## config.mk

```make
export PLATFORM = sky130hd
export DESIGN_NAME = dmem_arbiter
export DESIGN_NICKNAME = d
export VERILOG_FILES = /design/src/rtl/dmem_arbiter.sv
export SDC_FILE = /design/constraint.sdc
export NUM_CORES = 1
export LEC_CHECK = 0
export CAP_MARGIN = 20
export CORE_AREA = 2 2 77 79
export DETAILED_ROUTE_END_ITERATION = 7
export DIE_AREA = 0 0 79 81
export GPL_ROUTABILITY_DRIVEN = 0
export PLACE_DENSITY = 0.79
export SLEW_MARGIN = 20
export SYNTH_ARGS = -nofsm -noshare
export SYNTH_HDL_FRONTEND = slang
export SYNTH_SLANG_ARGS = --single-unit
export TNS_END_PERCENT = 30
```

## constraint.sdc

```tcl
create_clock -name clk -period 1.9 [get_ports clk]
set_input_delay 0.19 -clock clk [delete_from_list [all_inputs] [get_ports clk]]
set_output_delay 0.19 -clock clk [all_outputs]
set_load 0.005 [all_outputs]
```

## src/rtl/dmem_arbiter.sv

```systemverilog
// Data-RAM port arbiter: the CPU always wins, a second master (DMA) gets idle cycles.
// Read data is steered back to its issuer using registered owner bits.
module dmem_arbiter #(
  parameter int                 ADDR_W       = 16,
  parameter int                 DATA_W       = 8,
  parameter logic [ADDR_W-1:0]  DMEM_TOP     = 16'h0FFF,
  parameter int unsigned        STARVE_LIMIT = 64
) (
  input  logic              clk,
  input  logic              rst_n,
  input  logic [ADDR_W-1:0] cpu_addr,
  input  logic [DATA_W-1:0] cpu_wdata,
  input  logic              cpu_we,
  input  logic              cpu_re,
  output logic [DATA_W-1:0] cpu_rdata,
  input  logic              dma_req,
  input  logic              dma_we,
  input  logic [ADDR_W-1:0] dma_addr,
  input  logic [DATA_W-1:0] dma_wdata,
  output logic              dma_gnt,
  output logic              dma_rvalid,
  output logic [DATA_W-1:0] dma_rdata,
  output logic              dma_err,
  output logic [ADDR_W-1:0] mem_addr,
  output logic [DATA_W-1:0] mem_din,
  output logic              mem_we,
  output logic              mem_re,
  input  logic [DATA_W-1:0] mem_dout,
  input  logic              starve_clr,
  output logic              starved,
  output logic [7:0]        conflict_cnt
);

  typedef enum logic [0:0] {IDLE, WAIT} arbStateT;

  arbStateT          state;
  arbStateT          stateNext;
  logic              cpuHit;
  logic              dmaInRange;
  logic              dmaConflict;
  logic              dmaGnt;
  logic              leaveWait;
  logic              cpuRdD;
  logic              dmaRdD;
  logic              dmaOorD;
  logic [DATA_W-1:0] cpuHold;
  logic [DATA_W-1:0] dmaHold;
  logic [DATA_W-1:0] dmaRetData;
  logic [7:0]        waitCnt;
  logic [7:0]        waitCntInc;
  logic              starveSet;

  assign cpuHit      = (cpu_we | cpu_re) & (cpu_addr <= DMEM_TOP);
  assign dmaInRange  = (dma_addr <= DMEM_TOP);
  assign dmaConflict = dma_req & cpuHit;
  // I/O-space CPU accesses leave the RAM free, so only RAM hits block the DMA
  assign dmaGnt      = rst_n & dma_req & ~cpuHit;
  assign dma_gnt     = dmaGnt;
  assign dma_err     = dmaGnt & ~dmaInRange;

  always_comb begin
    mem_addr = cpu_addr;
    mem_din  = cpu_wdata;
    mem_we   = 1'b0;
    mem_re   = 1'b0;
    if (rst_n) begin
      if (cpuHit) begin
        mem_we = cpu_we;
        mem_re = cpu_re;
      end else if (dma_req && dmaInRange) begin
        mem_addr = dma_addr;
        mem_din  = dma_wdata;
        mem_we   = dma_we;
        mem_re   = ~dma_we;
      end
    end
  end

  // Owner bits for the read issued last cycle; out-of-range DMA reads return zero
  always_ff @(posedge clk or negedge rst_n) begin
    if (!rst_n) begin
      cpuRdD  <= 1'b0;
      dmaRdD  <= 1'b0;
      dmaOorD <= 1'b0;
    end else begin
      cpuRdD  <= cpu_re & cpuHit;
      dmaRdD  <= dmaGnt & ~dma_we;
      dmaOorD <= dmaGnt & ~dma_we & ~dmaInRange;
    end
  end

  assign dmaRetData = dmaOorD ? '0 : mem_dout;

  always_ff @(posedge clk or negedge rst_n) begin
    if (!rst_n) begin
      cpuHold <= '0;
      dmaHold <= '0;
    end else begin
      if (cpuRdD) cpuHold <= mem_dout;
      if (dmaRdD) dmaHold <= dmaRetData;
    end
  end

  assign cpu_rdata  = cpuRdD ? mem_dout : cpuHold;
  assign dma_rdata  = dmaRdD ? dmaRetData : dmaHold;
  assign dma_rvalid = dmaRdD;

  always_ff @(posedge clk or negedge rst_n) begin
    if (!rst_n) state <= IDLE;
    else        state <= stateNext;
  end

  always_comb begin
    stateNext = state;
    case (state)
      IDLE: if (dmaConflict) stateNext = WAIT;
      WAIT: if (dmaGnt || !dma_req) stateNext = IDLE;
      default: stateNext = IDLE;
    endcase
  end

  always_comb begin
    leaveWait  = (state == WAIT) && (stateNext == IDLE);
    waitCntInc = (waitCnt == 8'hFF) ? waitCnt : waitCnt + 8'd1;
    starveSet  = dmaConflict && (32'(waitCntInc) >= STARVE_LIMIT);
  end

  // A blocked cycle both enters and extends WAIT, so it always counts
  always_ff @(posedge clk or negedge rst_n) begin
    if (!rst_n) begin
      waitCnt <= 8'd0;
    end else if (dmaConflict) begin
      waitCnt <= waitCntInc;
    end else if (leaveWait) begin
      waitCnt <= 8'd0;
    end
  end

  always_ff @(posedge clk or negedge rst_n) begin
    if (!rst_n) begin
      starved <= 1'b0;
    end else if (starveSet) begin
      starved <= 1'b1;
    end else if (starve_clr) begin
      starved <= 1'b0;
    end
  end

  always_ff @(posedge clk or negedge rst_n) begin
    if (!rst_n) begin
      conflict_cnt <= 8'd0;
    end else if (dmaConflict && conflict_cnt != 8'hFF) begin
      conflict_cnt <= conflict_cnt + 8'd1;
    end
  end

endmodule

```

==> run_results.csv <==
group,metric,value,unit
die,fp.dieH,81,um
power,power_density,625.6,nW/um^2
synth,synth_ff_type,"dfrtp_1",
synth,synth_cell_types,40,
cells_and_area,stdcell_count,407,
cells_and_area,syn2layout_area_growth,76.21,%
place,placed_cells,385,
critical_path,path_max_fanout,4,
grt,antenna_found_initial,0,
sta,setup_tns,0,ps
die,dieArea,6399,sq um
critical_path,r2r_cells,6,
sta,setup_viol,0,
critical_path,cp.arrival,1690,ps
cells_and_area,fin_area,3735,sq um
power,p_leak,1.719,nW
clock_tree,clockBufferDepth,2,
die,top_level_ports,117,
sta,grt_setup_unrepaired,"yes",
sta,fin_skew,7.999,ps
critical_path,worstSetupPathType,"in -> out",
synth,synthesis.area,2120,sq um
synth,synthArstFlopShare,1.000,
critical_path,critPathMaxStageDelay,300,ps
worst_hold_path,hp-class,"in -> async",
clock_tree,clock_latency,290,ps
clock_tree,h-tree-depth,2,
cells_and_area,antenna_cells_inserted,0,
synth,synth_nets,248,
die,core_area,5675,sq um
critical_path,cp_slowest_cell,"nor4_4",
cells_and_area,fillers,441,
sta,clock.fmax,532.8,MHz
power,vdd_drop_max,0.5414,mV
die,row_count,28,
critical_path,reg2reg_slack,230,ps
power,power.total,2.337,mW
sta,whs,71.56,ps
synth,avgSynthCellArea,11.58,sq um
grt,grt_max_degree,18,
route,num_vias,1962,
die,start_util,0.3735,
critical_path,path_cells,"buf_6 -> nor4_4 -> and2_4 -> nand3_4 -> buf_16 -> buf_4 -> mux2_4 -> buf_2",
route,wirelength,6327,um
critical_path,reg2reg_from,"conflict_cnt[0]$_DFFE_PN0P_",
clock_tree,cts_made_buffers,5,
flow_run,cap_violations,0,
place,io_buffers,116,
grt,overflow,0,
place,dpl.hpwl,4562,um
cells_and_area,final_nets,396,
sta,setup_ws,23.09,ps
critical_path,critPathLaunchType,"input pin",
grt,gr-usage-all-layers,0.1974,
critical_path,required,1710,ps
sta,period_minus_slack,1877,ps
route,dr.pass1.iters,4,
outcome,status,"finished clean",
sta,tightest_slew,609.1,ps
synth,synth-seq-cells,37,
cells_and_area,fin_util,0.6581,
sta,hold_violations,0,
clock_tree,numClockSinks,37,
route,wire_per_inst,15.55,um
route,drcViolationCount,0,
synth,yosysWarnings,0,
clock_tree,cts-root-buf,"clkbuf_8",
cells_and_area,drive_above_1_share,0.3223,
sta,slew_headroom,0.5926,
synth,synth_edf_count,0,
synth,synth_cells,183,
sta,period_share,0.9878,
sta,slew_viol_final,0,
place,place_area,3461,sq um
route,avgViaCountPerCell,4.821,
place,dp_worst_setup_slack,-547.1,ps
clock_tree,cts_tree,"built",
die,die_width,79,um
clock_tree,clk_pin_slew,70,ps
grt,grt_pass1_vias,1973,
critical_path,reg2reg_to,"conflict_cnt[0]$_DFFE_PN0P_",
route,antenna_left,0,
grt,grt_pass1_wl,9860,um
synth,synth_seq_area_share,0.4368,
route,drt_iter0_markers,96,
critical_path,end_kind,"output pin",
-- what timing repair did --
action / in CTS / in global routing
pin swaps: 5 / 4
hold buffers: 2 / 0
hold endpoints to repair: 25 / 0
resized for setup: 111 / 20
setup endpoints to repair: 35 / 23
setup buffers: 9 / 1
cloned: 3 / 0
-- synth_stat cells, types with 2 or more instances --
master,number,area (sq um)
ha_1,2,25.02
nor4_1,4,25.02
mux2_2,9,101.4
nand4_1,3,18.77
nand2_1,8,30.03
nor3_1,5,25.02
nor2_1,7,26.28
nand3b_1,9,67.56
nor3b_2,2,25.02
inv_1,15,56.30
dfrtp_1,37,925.9
clkbuf_1,2,7.510
o21ai_0,9,45.04
mux2i_1,4,40.04
o211ai_1,2,15.01
a31o_2,2,17.52
mux2_4,20,300.3
nand3_1,8,40.04
xor2_1,7,61.31
o31ai_1,2,15.01
a21boi_0,5,37.54
buf_6,3,33.78
-- sequential cells by signal, summed over array words and instances (netlist names) --
signal and flops:
cpuHold 8, starved 1, dma_rvalid 1, conflict_cnt 8
dmaOorD 1, dmaHold 8, waitCnt 8, state 1
cpuRdD 1
-- final cells by class --
cell class / count / area [sq um] / area share
repair buffers: 147 / 1441 / 0.3859
multi-input cells: 125 / 1100 / 0.2945
flip-flops and latches: 37 / 928.4 / 0.2486
well taps: 75 / 93.84 / 0.02513
clock buffers: 5 / 68.82 / 0.01843
inverters: 15 / 56.30 / 0.01508
clock inverters: 3 / 46.29 / 0.01240
-- how the worst max path moves through the flow --
stage            startpoint           end  cells past startpoint
6_report       dma_addr[14]  mem_addr[10]                      8
4_1_cts        dma_addr[13]   mem_addr[1]                      8
3_5_place_dp   dma_addr[15]   mem_addr[5]                      7
3_3_place_gp   dma_addr[15]   mem_addr[5]                      7
2_1_floorplan  cpu_addr[12]   mem_addr[0]                      5
5_1_grt        dma_addr[14]   mem_addr[5]                      8
-- report_power, final --
part,internal (mW),switching (mW),leakage [nW]
Combinational,0.452,0.230,1.18
Sequential,0.898,0.0747,0.481
Clock,0.393,0.288,0.0543
Total,1.74,0.593,1.72
-- layout by cell type (no fill, tap or decap), types with 4 or more instances in the layout --
master,instances
dlygate4sd2_1,6
o21ai_0,6
clkbuf_8,5
nor2_1,7
mux2_2,9
a21boi_0,5
xor2_1,7
nand3_1,8
clkbuf_2,8
nand2_1,8
mux2_4,20
buf_2,5
nand3b_1,9
nor4_1,4
inv_1,15
mux2i_1,4
nor3_1,5
buf_4,18
clkdlybuf4s50_1,82
dfrtp_1,35
buf_6,20
-- worst max-delay path: cells and delay by family --
family        cells  cell delay (ps)
mux               1              280
simple gates      3              670
buf+inv           4              540
-- cell families after synthesis --
logic type                 share of synthesized area
xor gates and xnor gates                     0.02893
and+or+nand+nor                               0.1765
buffers and inverters                        0.04959
adders and majority gates                    0.01180
muxes                                         0.2084
AOI/OAI and AO/OA                            0.08796
DFF                                           0.4368
-- per-layer routing --
metal,routed length [um],track usage,up-vias
met4,100,0.05172,0
met2,3263,0.3398,71
met5,0,0,-
met3,374,0.05000,14
li1,-,-,959
met1,2588,0.2484,918
Power figures use the tool's default switching activity.
